### config.mk
export PLATFORM = sky130hd
export DESIGN_NAME = uart_rx_frame_ctrl
export DESIGN_NICKNAME = d
export VERILOG_FILES = /design/src/rtl/uart_rx_pkg.sv /design/src/rtl/edge_bit_counter.sv /design/src/rtl/uart_rx_frame_ctrl.sv
export SDC_FILE = /design/constraint.sdc
export NUM_CORES = 1
export LEC_CHECK = 0
export CAP_MARGIN = 20
export CORE_AREA = 2 2 66 68
export CTS_CLUSTER_SIZE = 8
export DETAILED_ROUTE_END_ITERATION = 8
export DIE_AREA = 0 0 68 70
export PLACE_DENSITY = 0.65
export SETUP_SLACK_MARGIN = 0.2
export SKIP_CTS_REPAIR_TIMING = 1
export SYNTH_ARGS = -nofsm -noshare
export SYNTH_HDL_FRONTEND = slang
export SYNTH_HIERARCHICAL = 1
export SYNTH_SLANG_ARGS = --single-unit
### constraint.sdc
create_clock -name clk -period 4.8 [get_ports clk]
set_input_delay 0.48 -clock clk [delete_from_list [all_inputs] [get_ports clk]]
set_output_delay 0.48 -clock clk [all_outputs]
set_load 0.03 [all_outputs]
### src/rtl/uart_rx_pkg.sv
// Shared types and constants for the UART receive path.
// The top frame controller imports this package.
package uart_rx_pkg;

    typedef enum logic [2:0] {
        IDLE,
        START,
        DATA,
        PARITY,
        STOP
    } state_e;

    localparam logic PAR_EVEN = 1'b0;
    localparam logic PAR_ODD  = 1'b1;

    localparam int PRESCALE_X8  = 7;
    localparam int PRESCALE_X16 = 15;
    localparam int PRESCALE_X32 = 31;

    // The parity bit the transmitter should have sent, given the XOR of its data bits.
    function automatic logic parity_bit(input logic data_xor, input logic par_typ);
        return (par_typ == PAR_ODD) ? ~data_xor : data_xor;
    endfunction

endpackage

### src/rtl/edge_bit_counter.sv
// Oversampling edge counter and received-bit counter for the UART RX frame controller.
// edge_count wraps at the latched prescale; bit_cnt advances on FSM request.
module edge_bit_counter #(
    parameter int PRESCALE_WIDTH = 5,
    parameter int BIT_CNT_WIDTH  = 4
) (
    input  logic                      clk,
    input  logic                      rst,
    input  logic                      enable_i,
    input  logic                      clear_i,
    input  logic                      bit_clear_i,
    input  logic                      bit_inc_i,
    input  logic [PRESCALE_WIDTH-1:0] prescale_i,
    output logic [PRESCALE_WIDTH-1:0] edge_count_o,
    output logic [BIT_CNT_WIDTH-1:0]  bit_cnt_o,
    output logic                      bit_end_o
);

    logic [PRESCALE_WIDTH-1:0] edge_count_q, edge_count_d;
    logic [BIT_CNT_WIDTH-1:0]  bit_cnt_q, bit_cnt_d;

    assign bit_end_o    = enable_i && (edge_count_q == prescale_i);
    assign edge_count_o = edge_count_q;
    assign bit_cnt_o    = bit_cnt_q;

    always_comb begin
        edge_count_d = edge_count_q;
        bit_cnt_d    = bit_cnt_q;
        if (clear_i) begin
            edge_count_d = '0;
        end else if (enable_i) begin
            edge_count_d = bit_end_o ? '0 : edge_count_q + 1'b1;
        end
        if (clear_i || bit_clear_i) begin
            bit_cnt_d = '0;
        end else if (bit_inc_i) begin
            bit_cnt_d = bit_cnt_q + 1'b1;
        end
    end

    always_ff @(posedge clk) begin
        if (rst) begin
            edge_count_q <= '0;
            bit_cnt_q    <= '0;
        end else begin
            edge_count_q <= edge_count_d;
            bit_cnt_q    <= bit_cnt_d;
        end
    end

endmodule

### src/rtl/uart_rx_frame_ctrl.sv
// UART receive frame controller: start detection, LSB-first deserialization,
// parity and stop checking, and one-cycle result strobes.
module uart_rx_frame_ctrl
    import uart_rx_pkg::*;
#(
    parameter int DATA_WIDTH     = 8,
    parameter int PRESCALE_WIDTH = 5
) (
    input  logic                      clk,
    input  logic                      rst,
    input  logic                      rx_in,
    input  logic [PRESCALE_WIDTH-1:0] prescale,
    input  logic                      par_en,
    input  logic                      par_typ,
    input  logic                      sampled_bit,
    output logic                      sample_en,
    output logic [PRESCALE_WIDTH-1:0] edge_count,
    output logic [DATA_WIDTH-1:0]     p_data,
    output logic                      data_valid,
    output logic                      par_err,
    output logic                      stp_err
);

    localparam int BIT_CNT_WIDTH = $clog2(DATA_WIDTH + 1);

    state_e                    state_q, state_d;
    logic [PRESCALE_WIDTH-1:0] prescale_q, prescale_d;
    logic [DATA_WIDTH-1:0]     shift_q, shift_d;
    logic [DATA_WIDTH-1:0]     p_data_q, p_data_d;
    logic                      frame_err_q, frame_err_d;
    logic                      data_valid_q, data_valid_d;
    logic                      par_err_q, par_err_d;
    logic                      stp_err_q, stp_err_d;
    logic                      bit_inc;
    logic                      bit_end;
    logic [BIT_CNT_WIDTH-1:0]  bit_cnt;

    edge_bit_counter #(
        .PRESCALE_WIDTH(PRESCALE_WIDTH),
        .BIT_CNT_WIDTH (BIT_CNT_WIDTH)
    ) u_counter (
        .clk         (clk),
        .rst         (rst),
        .enable_i    (state_q != IDLE),
        .clear_i     (state_q == IDLE),
        .bit_clear_i (state_q == START),
        .bit_inc_i   (bit_inc),
        .prescale_i  (prescale_q),
        .edge_count_o(edge_count),
        .bit_cnt_o   (bit_cnt),
        .bit_end_o   (bit_end)
    );

    assign sample_en  = (state_q != IDLE);
    assign p_data     = p_data_q;
    assign data_valid = data_valid_q;
    assign par_err    = par_err_q;
    assign stp_err    = stp_err_q;

    always_comb begin
        state_d      = state_q;
        prescale_d   = prescale_q;
        shift_d      = shift_q;
        p_data_d     = p_data_q;
        frame_err_d  = frame_err_q;
        data_valid_d = 1'b0;
        par_err_d    = 1'b0;
        stp_err_d    = 1'b0;
        bit_inc      = 1'b0;
        unique case (state_q)
            IDLE: begin
                if (!rx_in) begin
                    state_d     = START;
                    prescale_d  = prescale;
                    frame_err_d = 1'b0;
                end
            end
            START: begin
                if (bit_end) begin
                    state_d = sampled_bit ? IDLE : DATA;
                end
            end
            DATA: begin
                if (bit_end) begin
                    shift_d = {sampled_bit, shift_q[DATA_WIDTH-1:1]};
                    bit_inc = 1'b1;
                    if (bit_cnt == BIT_CNT_WIDTH'(DATA_WIDTH - 1)) begin
                        state_d = par_en ? PARITY : STOP;
                    end
                end
            end
            PARITY: begin
                if (bit_end) begin
                    if (sampled_bit != parity_bit(^shift_q, par_typ)) begin
                        frame_err_d = 1'b1;
                        par_err_d   = 1'b1;
                    end
                    state_d = STOP;
                end
            end
            STOP: begin
                if (bit_end) begin
                    if (!sampled_bit) begin
                        stp_err_d = 1'b1;
                    end else if (!frame_err_q) begin
                        p_data_d     = shift_q;
                        data_valid_d = 1'b1;
                    end
                    // A low line at the stop bit end is the next start bit: no idle gap needed.
                    if (!rx_in) begin
                        state_d     = START;
                        prescale_d  = prescale;
                        frame_err_d = 1'b0;
                    end else begin
                        state_d = IDLE;
                    end
                end
            end
            default: state_d = IDLE;
        endcase
    end

    always_ff @(posedge clk) begin
        if (rst) begin
            state_q      <= IDLE;
            prescale_q   <= '0;
            shift_q      <= '0;
            p_data_q     <= '0;
            frame_err_q  <= 1'b0;
            data_valid_q <= 1'b0;
            par_err_q    <= 1'b0;
            stp_err_q    <= 1'b0;
        end else begin
            state_q      <= state_d;
            prescale_q   <= prescale_d;
            shift_q      <= shift_d;
            p_data_q     <= p_data_d;
            frame_err_q  <= frame_err_d;
            data_valid_q <= data_valid_d;
            par_err_q    <= par_err_d;
            stp_err_q    <= stp_err_d;
        end
    end

endmodule
---- Word-level counts from Yosys, hierarchy flattened ----
Index checks and enable logic that the tools add are counted.
storage, ports and cells
  register bits after elaboration ......... 37
  input port bits ......................... 11
  output and inout bits ................... 17
  word-level logic and storage cells ...... 74
operators by class
  add/subtract/negate cells ............... 2
  equal/unequal tests ..................... 14
  mux-type cells .......................... 25
  bitwise logic cells ..................... 6
  reduce and logical (&&, ||, !) cells .... 17
operators with widths
  operator                                               count
  two-way mux 3 bit                                      7
  two-way mux 5 bit                                      3
  case mux 3 bit (5 select lines)                        1
  two-way mux 1 bit                                      11
  case mux 5 bit (2 select lines)                        1
  inequality test 2 bit, second input constant           4
  AND reduction 4 bit                                    2
  XOR reduction 8 bit                                    1
  equality test 3 x 2 -> 1 bit, second input constant    2
  inequality test 2 x 1 -> 1 bit, second input constant  3
  inverter 1 bit                                         6
  AND reduction 6 bit                                    1
  nonzero test 3 bit                                     2
  OR reduction 3 bit                                     2
  adder 5 x 1 -> 5 bit, second input constant            1
  equality test 5 bit                                    1
  adder 4 x 1 -> 4 bit, second input constant            1
  equality test 4 x 3 -> 1 bit, second input constant    1
  AND reduction 2 bit                                    2
  OR reduction 2 bit                                     2
  OR reduction 4 bit                                     1
  equality test 3 x 1 -> 1 bit, second input constant    1
  equality test 3 bit, second input constant             1
  zero test 3 bit                                        1
  6 further kinds                                        6

---- Depth between registers and ports, before layout ----
Gate-level depths: netlist (run 1).
  depth in word-level cells ............... 7
  mapped depth ............................ 11
  gate-level depth less buffers ........... 8

---- Hierarchy ----
Netlist (run 1), hierarchy kept.
by module, submodules not included
  module              times used  cells an instance  area each (um^2)  sequential area each (um^2)
  uart_rx_frame_ctrl  1           121                1,202.4           560.5
  edge_bit_counter    1           46                 480.5             180.2

---- Worst setup path after synthesis (run 1) ----
OpenSTA, ideal clock, no wires.
  path kind ............................... register to register
  start ................................... register state_q[0]
  end ..................................... register prescale_q[3]
  setup time .............................. 0.117 ns
  data arrival time ....................... 2.345 ns
  required time ........................... 4.683 ns
  path slack .............................. 2.338 ns
  cell stages (with the launch flop) ...... 11
  buffers on the path ..................... 3
  period minus slack after synthesis ...... 2.462 ns
  cell sequence ........................... dfxtp_1 > clkbuf_1 > or3_2 > clkbuf_2 > and2_4 > and2_2 > inv_1 > a21o_1 > clkbuf_1 > mux2i_1 > nor2_1
on the way
  longest elaborated chain between the ends .. 4
  elaborated cells between the ends (all ways) .. 8
  classes of those cells .................. 2 x eq/ne; 1 x mux; 5 x reduce/logical
RTL lines
  what                                      RTL line                   text
  start, declared                           uart_rx_frame_ctrl.sv:26   state_e state_q, state_d;
  start signal, assigned                    uart_rx_frame_ctrl.sv:134  state_q <= state_d;
  nonzero test 3 bit                        n/a
  net sample_en                             uart_rx_frame_ctrl.sv:16   output logic sample_en,
  logical AND 1 bit                         edge_bit_counter.sv:22     assign bit_end_o = enable_i && (edge_count_q == prescale_i);
  net bit_end                               uart_rx_frame_ctrl.sv:35   logic bit_end;
  inequality test 2 x 1 -> 1 bit (no line)  n/a
  AND reduction 2 bit (no line)             n/a
  end signal, assigned                      uart_rx_frame_ctrl.sv:135  prescale_q <= prescale_d;
  end, declared                             uart_rx_frame_ctrl.sv:27   logic [PRESCALE_WIDTH-1:0] prescale_q, prescale_d;
The timed path passes the listed nets, and every way through them passes these cells.
A chain may end at the register's enable or synchronous reset.

---- Final worst setup path (run 1) ----
  start ................................... register u_counter.edge_count_q[1] (netlist: u_counter/edge_count_o[1])
  end ..................................... register u_counter.bit_cnt_q[3] (netlist: u_counter/bit_cnt_o[3])
on the way
  longest elaborated chain between the ends .. 4
RTL lines
  what                    RTL line                  text
  start, declared         edge_bit_counter.sv:19    logic [PRESCALE_WIDTH-1:0] edge_count_q, edge_count_d;
  start signal, assigned  edge_bit_counter.sv:46    edge_count_q <= edge_count_d;
  equality test 5 bit     edge_bit_counter.sv:22
  logical AND 1 bit       edge_bit_counter.sv:22
  net bit_end             uart_rx_frame_ctrl.sv:35
  two-way mux 1 bit       uart_rx_frame_ctrl.sv:84  if (bit_end) begin
  two-way mux 1 bit       uart_rx_frame_ctrl.sv:70  unique case (state_q)
  end signal, assigned    edge_bit_counter.sv:47    bit_cnt_q <= bit_cnt_d;
  end, declared           edge_bit_counter.sv:20    logic [BIT_CNT_WIDTH-1:0] bit_cnt_q, bit_cnt_d;
The timed path passes the listed nets, and every way through them passes these cells.

==> impl_metrics.tcl, run 1 <==
set metrics [dict create \
    leakagePower_nw 0.753 \
    grt_pass1_vias 1248 \
    worst-path-buf-inv 1 \
    hp-class "flip-flop to flip-flop" \
    ys_ff_latch 37 \
    port_buffers 27 \
    tightest_slew_ns 1.06 \
    cpMaxStageDelayCell "nor3b_2" \
    syn-mean-instance-area_sq_um 10.1 \
    period_share_pct 57.8 \
    wl_um 3380 \
    max_freq_mhz 360 \
    crit_path_end_kind "flip-flop" \
    grtUsageTotal_pct 15.9 \
    ir_drop_mv 0.160 \
    clockRootBuffer "clkbuf_8" \
    crit_top_cell "xor2_1" \
    reg2reg_slack_ns 2.02 \
    period_minus_slack_ns 2.78 \
    worstSkewPairLatency_ns 0.29 \
    drc 0 \
    dpl.hpwl_um 2500 \
    yosysWarnings 6 \
    placed_area_sq_um 1990 \
    setup.worst_path.class "flip-flop to flip-flop" \
    clk_path_buf_depth 2 \
    grt_pass1_wl_um 5730 \
    drv_cap 0 \
    holdPathEnd "p_data[3]$_SDFFE_PP0P_" \
    cts_buffers 5 \
    cts_max_level 2 \
    r2r_end "u_counter/bit_cnt_o[3]$_SDFFE_PP0P_" \
    worst-path-max-fanout 12 \
    drv_slew 0 \
    syn_nets 180 \
    min_from "p_data[3]$_SDFFE_PP0P_" \
    synth_top_cell_area_share_pct 44.0 \
    slew_headroom_pct 29.2 \
    die_h_um 70 \
    crit_required_ns 4.98 \
    vias_per_cell 5.13 \
    syn-instance-count 167 \
    crit_path_max_incr_delay_ns 0.85 \
    synth_xor_area_share_pct 10.7 \
    grt_overflow 0 \
    synth-compound-area-share_pct 7.21 \
    cp-start-kind "flip-flop" \
    setup_violations 0 \
    synthAdderAreaFrac_pct 1.49 \
    antenna_found_initial 0 \
    antenna_cells 0 \
    yosys.area.top_type "dfxtp_1" \
    die_w_um 68 \
    drive_above_1_share_pct 9.23 \
    fin_tns_setup_ns 0 \
    skew_ns 0.00549 \
    reg2reg_from "u_counter/edge_count_o[1]$_SDFFE_PP0P_" \
    synth-seq-area-share_pct 44.0 \
    grt_setup_unrepaired "false" \
    initial_core_util_pct 40.6 \
    cts_tree "yes" \
    synth_top_family_by_area "simple AND/OR/NAND/NOR gates" \
    fp.coreArea_sq_um 4140 \
    dr.pass1.iters 4 \
    hold_depth 2 \
    final_cell_area_sq_um 2090 \
    status "finished clean" \
    hold_violations 0 \
    synth_area_sq_um 1680 \
    n_fill_cell 405 \
    gp_congestion 0.851 \
    path_cells "xor2_1 -> nor4_4 -> and2_2 -> inv_1 -> nor3b_2 -> nand4_1 -> xor2_1 -> nor2_1" \
    row_count 24 \
    io_pins 28 \
    clkSinkCount 37 \
    ant_nets 0 \
    grt_max_degree 35 \
    area_growth_pct 24.2 \
    vias 1268 \
    p_per_area_nw_per_um2 302 \
    ff2ff_path_depth 8 \
    fp.dieArea_sq_um 4760 \
    drt_iter0_markers 64 \
    arrival_ns 2.95 \
    yosys.area_share.simple_pct 19.5 \
    wl_per_cell_um 13.7 \
    ys_types 40 \
    final_net_count 207 \
    netlist_top_cells_area "dfxtp_1 44%, mux2i_1 14%, nor2_1 6.7%" \
    synth.area.mux_share_pct 14.3 \
    critPathTopFamily "simple AND/OR/NAND/NOR gates" \
    clkSlewWorstSetupHoldPaths_ns 0.07 \
]
## layout make-up
cell class	instances	area, sq um	share of cell area, %
Multi-Input combinational cell	119	900	43.0
Sequential cell	37	741	35.4
Timing Repair Buffer	28	278	13.3
Clock buffer	6	82.6	3.95
Tap cell	52	65.1	3.11
Clock inverter	2	13.8	0.658
Inverter	3	11.3	0.539
## worst min-delay path: stages (launching register included)
cell and delay (ns):
dfxtp_1 0.33, mux2i_1 0.07, nor2_1 0.07
## routing by layer
metal / track usage [%] / wire length [um]
met1: 19.7 / 1520
met2: 26.1 / 1680
met3: 5.31 / 154
met4: 4.00 / 25
met5: 0 / 0
## stage by stage
step | hold WS [ns] | cells | utilization [%] | total power [mW] | worst slack, ns
floorplan | 0.470 | 167 | - | 0.391 | 2.34
global placement | 0.480 | 239 | 48.1 | 0.412 | 2.13
detailed placement | 0.489 | 239 | 48.1 | 0.415 | 1.99
CTS | 0.509 | 247 | 50.5 | 0.639 | 2.00
global route | 0.545 | 247 | 50.5 | 0.662 | 1.79
finish | 0.501 | 247 | 50.5 | 0.632 | 2.02
## cell usage after synthesis, drive strengths merged
| library cell | number |
|---|---|
| nor2 | 30 |
| buf | 3 |
| o31ai | 1 |
| xnor2 | 8 |
| nor3b | 2 |
| o21ai | 2 |
| o211ai | 1 |
| o2111ai | 1 |
| mux2i | 24 |
| nand2b | 1 |
| a31oi | 1 |
| ha | 2 |
| a221oi | 1 |
| nand3 | 1 |
| inv | 3 |
| nand2 | 4 |
| and2 | 2 |
| and2b | 1 |
| nand4b | 2 |
| a2111oi | 4 |
| nor2b | 1 |
| or3b | 2 |
| nand3b | 2 |
| nand4 | 3 |
| xor2 | 10 |
| xnor3 | 1 |
| clkbuf | 5 |
| dfxtp | 37 |
| a21oi | 4 |
| or3 | 3 |
| nor3 | 1 |
| a21o | 1 |
| nor4 | 3 |
## registers in the layout, indices dropped and copies added (netlist names)
signal	count
data_valid	1
frame_err_q	1
p_data	8
par_err	1
prescale_q	5
shift_q	8
state_q	3
stp_err	1
u_counter/bit_cnt_o	4
u_counter/edge_count_o	5
## how the worst max path moves through the flow
stage	start	end	slack (ns)	depth (start not counted)
detailed placement	u_counter/edge_count_o[1]$_SDFFE_PP0P_	u_counter/bit_cnt_o[3]$_SDFFE_PP0P_	1.99	8
floorplan	state_q[0]$_SDFFE_PP0P_	prescale_q[3]$_SDFFE_PP0P_	2.34	10
CTS	u_counter/edge_count_o[1]$_SDFFE_PP0P_	u_counter/bit_cnt_o[3]$_SDFFE_PP0P_	2.00	8
global route	u_counter/edge_count_o[1]$_SDFFE_PP0P_	u_counter/bit_cnt_o[3]$_SDFFE_PP0P_	1.79	8
global placement	u_counter/edge_count_o[1]$_SDFFE_PP0P_	u_counter/bit_cnt_o[3]$_SDFFE_PP0P_	2.13	8
finish	u_counter/edge_count_o[1]$_SDFFE_PP0P_	u_counter/bit_cnt_o[3]$_SDFFE_PP0P_	2.02	8
## cells by family after synthesis
family	count (synthesis)
XOR/XNOR	19
AND/OR/NAND/NOR	58
adder cells (fa/ha/maj)	2
flip-flops	37
AO/OA/AOI/OAI	16
buffers and inverters	11
multiplexers	24
## cell usage in the layout, fill, tap and decap left out, drive strengths merged, types with 3 or more instances in the layout
| master | netlist | layout |
|---|---|---|
| a21oi | 4 | 4 |
| nor2 | 30 | 30 |
| xor2 | 10 | 10 |
| or3 | 3 | 3 |
| nand4 | 3 | 3 |
| clkdlybuf4s50 | 0 | 27 |
| xnor2 | 8 | 8 |
| mux2i | 24 | 24 |
| inv | 3 | 3 |
| nor4 | 3 | 3 |
| a2111oi | 4 | 4 |
| nand2 | 4 | 4 |
| dfxtp | 37 | 37 |
| clkbuf | 5 | 6 |
## power by group
group	switching (mW)	internal (mW)	total [mW]	leakage, nW
registers	0.00889	0.313	0.322	0.299
logic	0.0470	0.0393	0.0863	0.403
clock network	0.108	0.116	0.224	0.0512
total	0.164	0.468	0.632	0.753
Power figures use the tool's default switching activity.
==> run 2, diff against run 1 <==
clock period = 2.6 ns   (was 4.8 ns; I/O delays follow)
==> impl_metrics.tcl, run 2 (synthesis results as in run 1) <==
set metrics [dict create \
    clk_path_buf_depth 2 \
    cp-start-kind "flip-flop" \
    area_growth_pct 25.6 \
    regArea_sq_um 743 \
    gp_congestion 0.725 \
    grt_overflow 0 \
    setup_violations 0 \
    clkSinkCount 37 \
    drv_cap 0 \
    grt_max_degree 19 \
    io_pins 28 \
    die_w_um 68 \
    clkSlewWorstSetupHoldPaths_ns 0.07 \
    ant_nets 0 \
    dr.pass1.iters 4 \
    slew_headroom_pct 58.2 \
    cts_max_level 2 \
    initial_core_util_pct 40.6 \
    period_minus_slack_ns 2.27 \
    die_h_um 70 \
    arrival_ns 2.43 \
    wl_um 3410 \
    hp-class "flip-flop to flip-flop" \
    fp.dieArea_sq_um 4760 \
    final_net_count 210 \
    grtUsageTotal_pct 16.0 \
    antenna_found_initial 0 \
    antenna_cells 0 \
    post-place-ws_ns 0.241 \
    cpMaxStageDelayCell "or3_2" \
    crit_path_max_incr_delay_ns 0.62 \
    ff2ff_path_depth 7 \
    layout_commonest_cell "dfxtp_1" \
    max_freq_mhz 441 \
    drc 0 \
    tightest_slew_ns 0.625 \
    row_count 24 \
    fin_tns_setup_ns 0 \
    worst-path-max-fanout 10 \
    path_cells "or3_2 -> and2_4 -> and2_2 -> a21oi_1 -> o211ai_1 -> a31oi_1 -> nor2_1" \
    p_per_area_nw_per_um2 544 \
    cts_tree "yes" \
    grt_pass1_vias 1206 \
    drt_iter0_markers 35 \
    clockRootBuffer "clkbuf_8" \
    vias 1279 \
    drv_slew 0 \
    worstSkewPairLatency_ns 0.29 \
    setup_slack_ns 0.331 \
    skew_ns 0.00925 \
    dpl.hpwl_um 2470 \
    ir_drop_mv 0.303 \
    hold_violations 0 \
    crit_path_end_kind "flip-flop" \
    multiInputGateArea_sq_um 907 \
    period_share_pct 87.3 \
    status "finished clean" \
    grt_pass1_wl_um 5710 \
    drive_above_1_share_pct 12.1 \
    cts_buffers 5 \
    fp.coreArea_sq_um 4140 \
    crit_required_ns 2.76 \
    wl_per_cell_um 13.6 \
    final_cell_mix "35 x dfxtp_1, 30 x nor2_1, 27 x clkdlybuf4s50_1" \
    setup.worst_path.class "flip-flop to flip-flop" \
    grt_setup_unrepaired "false" \
    leakagePower_nw 0.765 \
    port_buffers 27 \
    vias_per_cell 5.12 \
    n_fill_cell 394 \
    hold_depth 2 \
]
==> run 2: final cells by class <==
cell class | instances | area share [%]
Multi-Input combinational cell | 119 | 42.9
Sequential cell | 37 | 35.2
Timing Repair Buffer | 31 | 14.2
Clock buffer | 5 | 3.26
Tap cell | 52 | 3.08
Clock inverter | 3 | 0.829
Inverter | 3 | 0.533
==> run 2: through the flow <==
step | hold WS [ns] | instances | utilization, % | power (mW) | instance area [sq um]
after floorplan | 0.329 | 167 | - | 0.722 | 1680
after global placement | 0.479 | 242 | 48.7 | 0.766 | 2020
after detailed placement | 0.482 | 242 | 48.7 | 0.772 | 2020
after CTS | 0.504 | 250 | 50.8 | 1.16 | 2100
after global routing | 0.531 | 250 | 51.0 | 1.20 | 2110
final | 0.495 | 250 | 51.0 | 1.15 | 2110
==> run 2: metal layers <==
layer	part of all wire, %	wire [um]	vias to the layer above	track usage (%)
met5	0	0	-	0
met4	2.6	87	0	8.00
met1	45	1520	605	19.5
met2	48	1630	29	24.8
li1	-	-	637	-
met3	5.0	171	8	5.31
==> run 2: report_power, final <==
part,internal (mW),switching (mW)
sequential,0.579,0.0171
combinational,0.0775,0.0906
clock,0.185,0.200
==> run 2: path summary, 6_finish.rpt <==
check | startpoint | to | slack, ns
setup / recovery | state_q[2]$_SDFFE_PP0P_ | state_q[2]$_SDFFE_PP0P_ | 0.33
hold / removal | p_data[2]$_SDFFE_PP0P_ | p_data[2]$_SDFFE_PP0P_ | 0.49
setup reg to reg | state_q[2]$_SDFFE_PP0P_ | state_q[2]$_SDFFE_PP0P_ | 0.33
hold reg to reg | p_data[2]$_SDFFE_PP0P_ | p_data[2]$_SDFFE_PP0P_ | 0.49
==> run 2: critical path: cells and delay by family (launching register included) <==
kind	cells	cell delay, ns
and+or+nand+nor	4	1.12
DFF	1	0.38
AOI/OAI and AO/OA	3	0.64
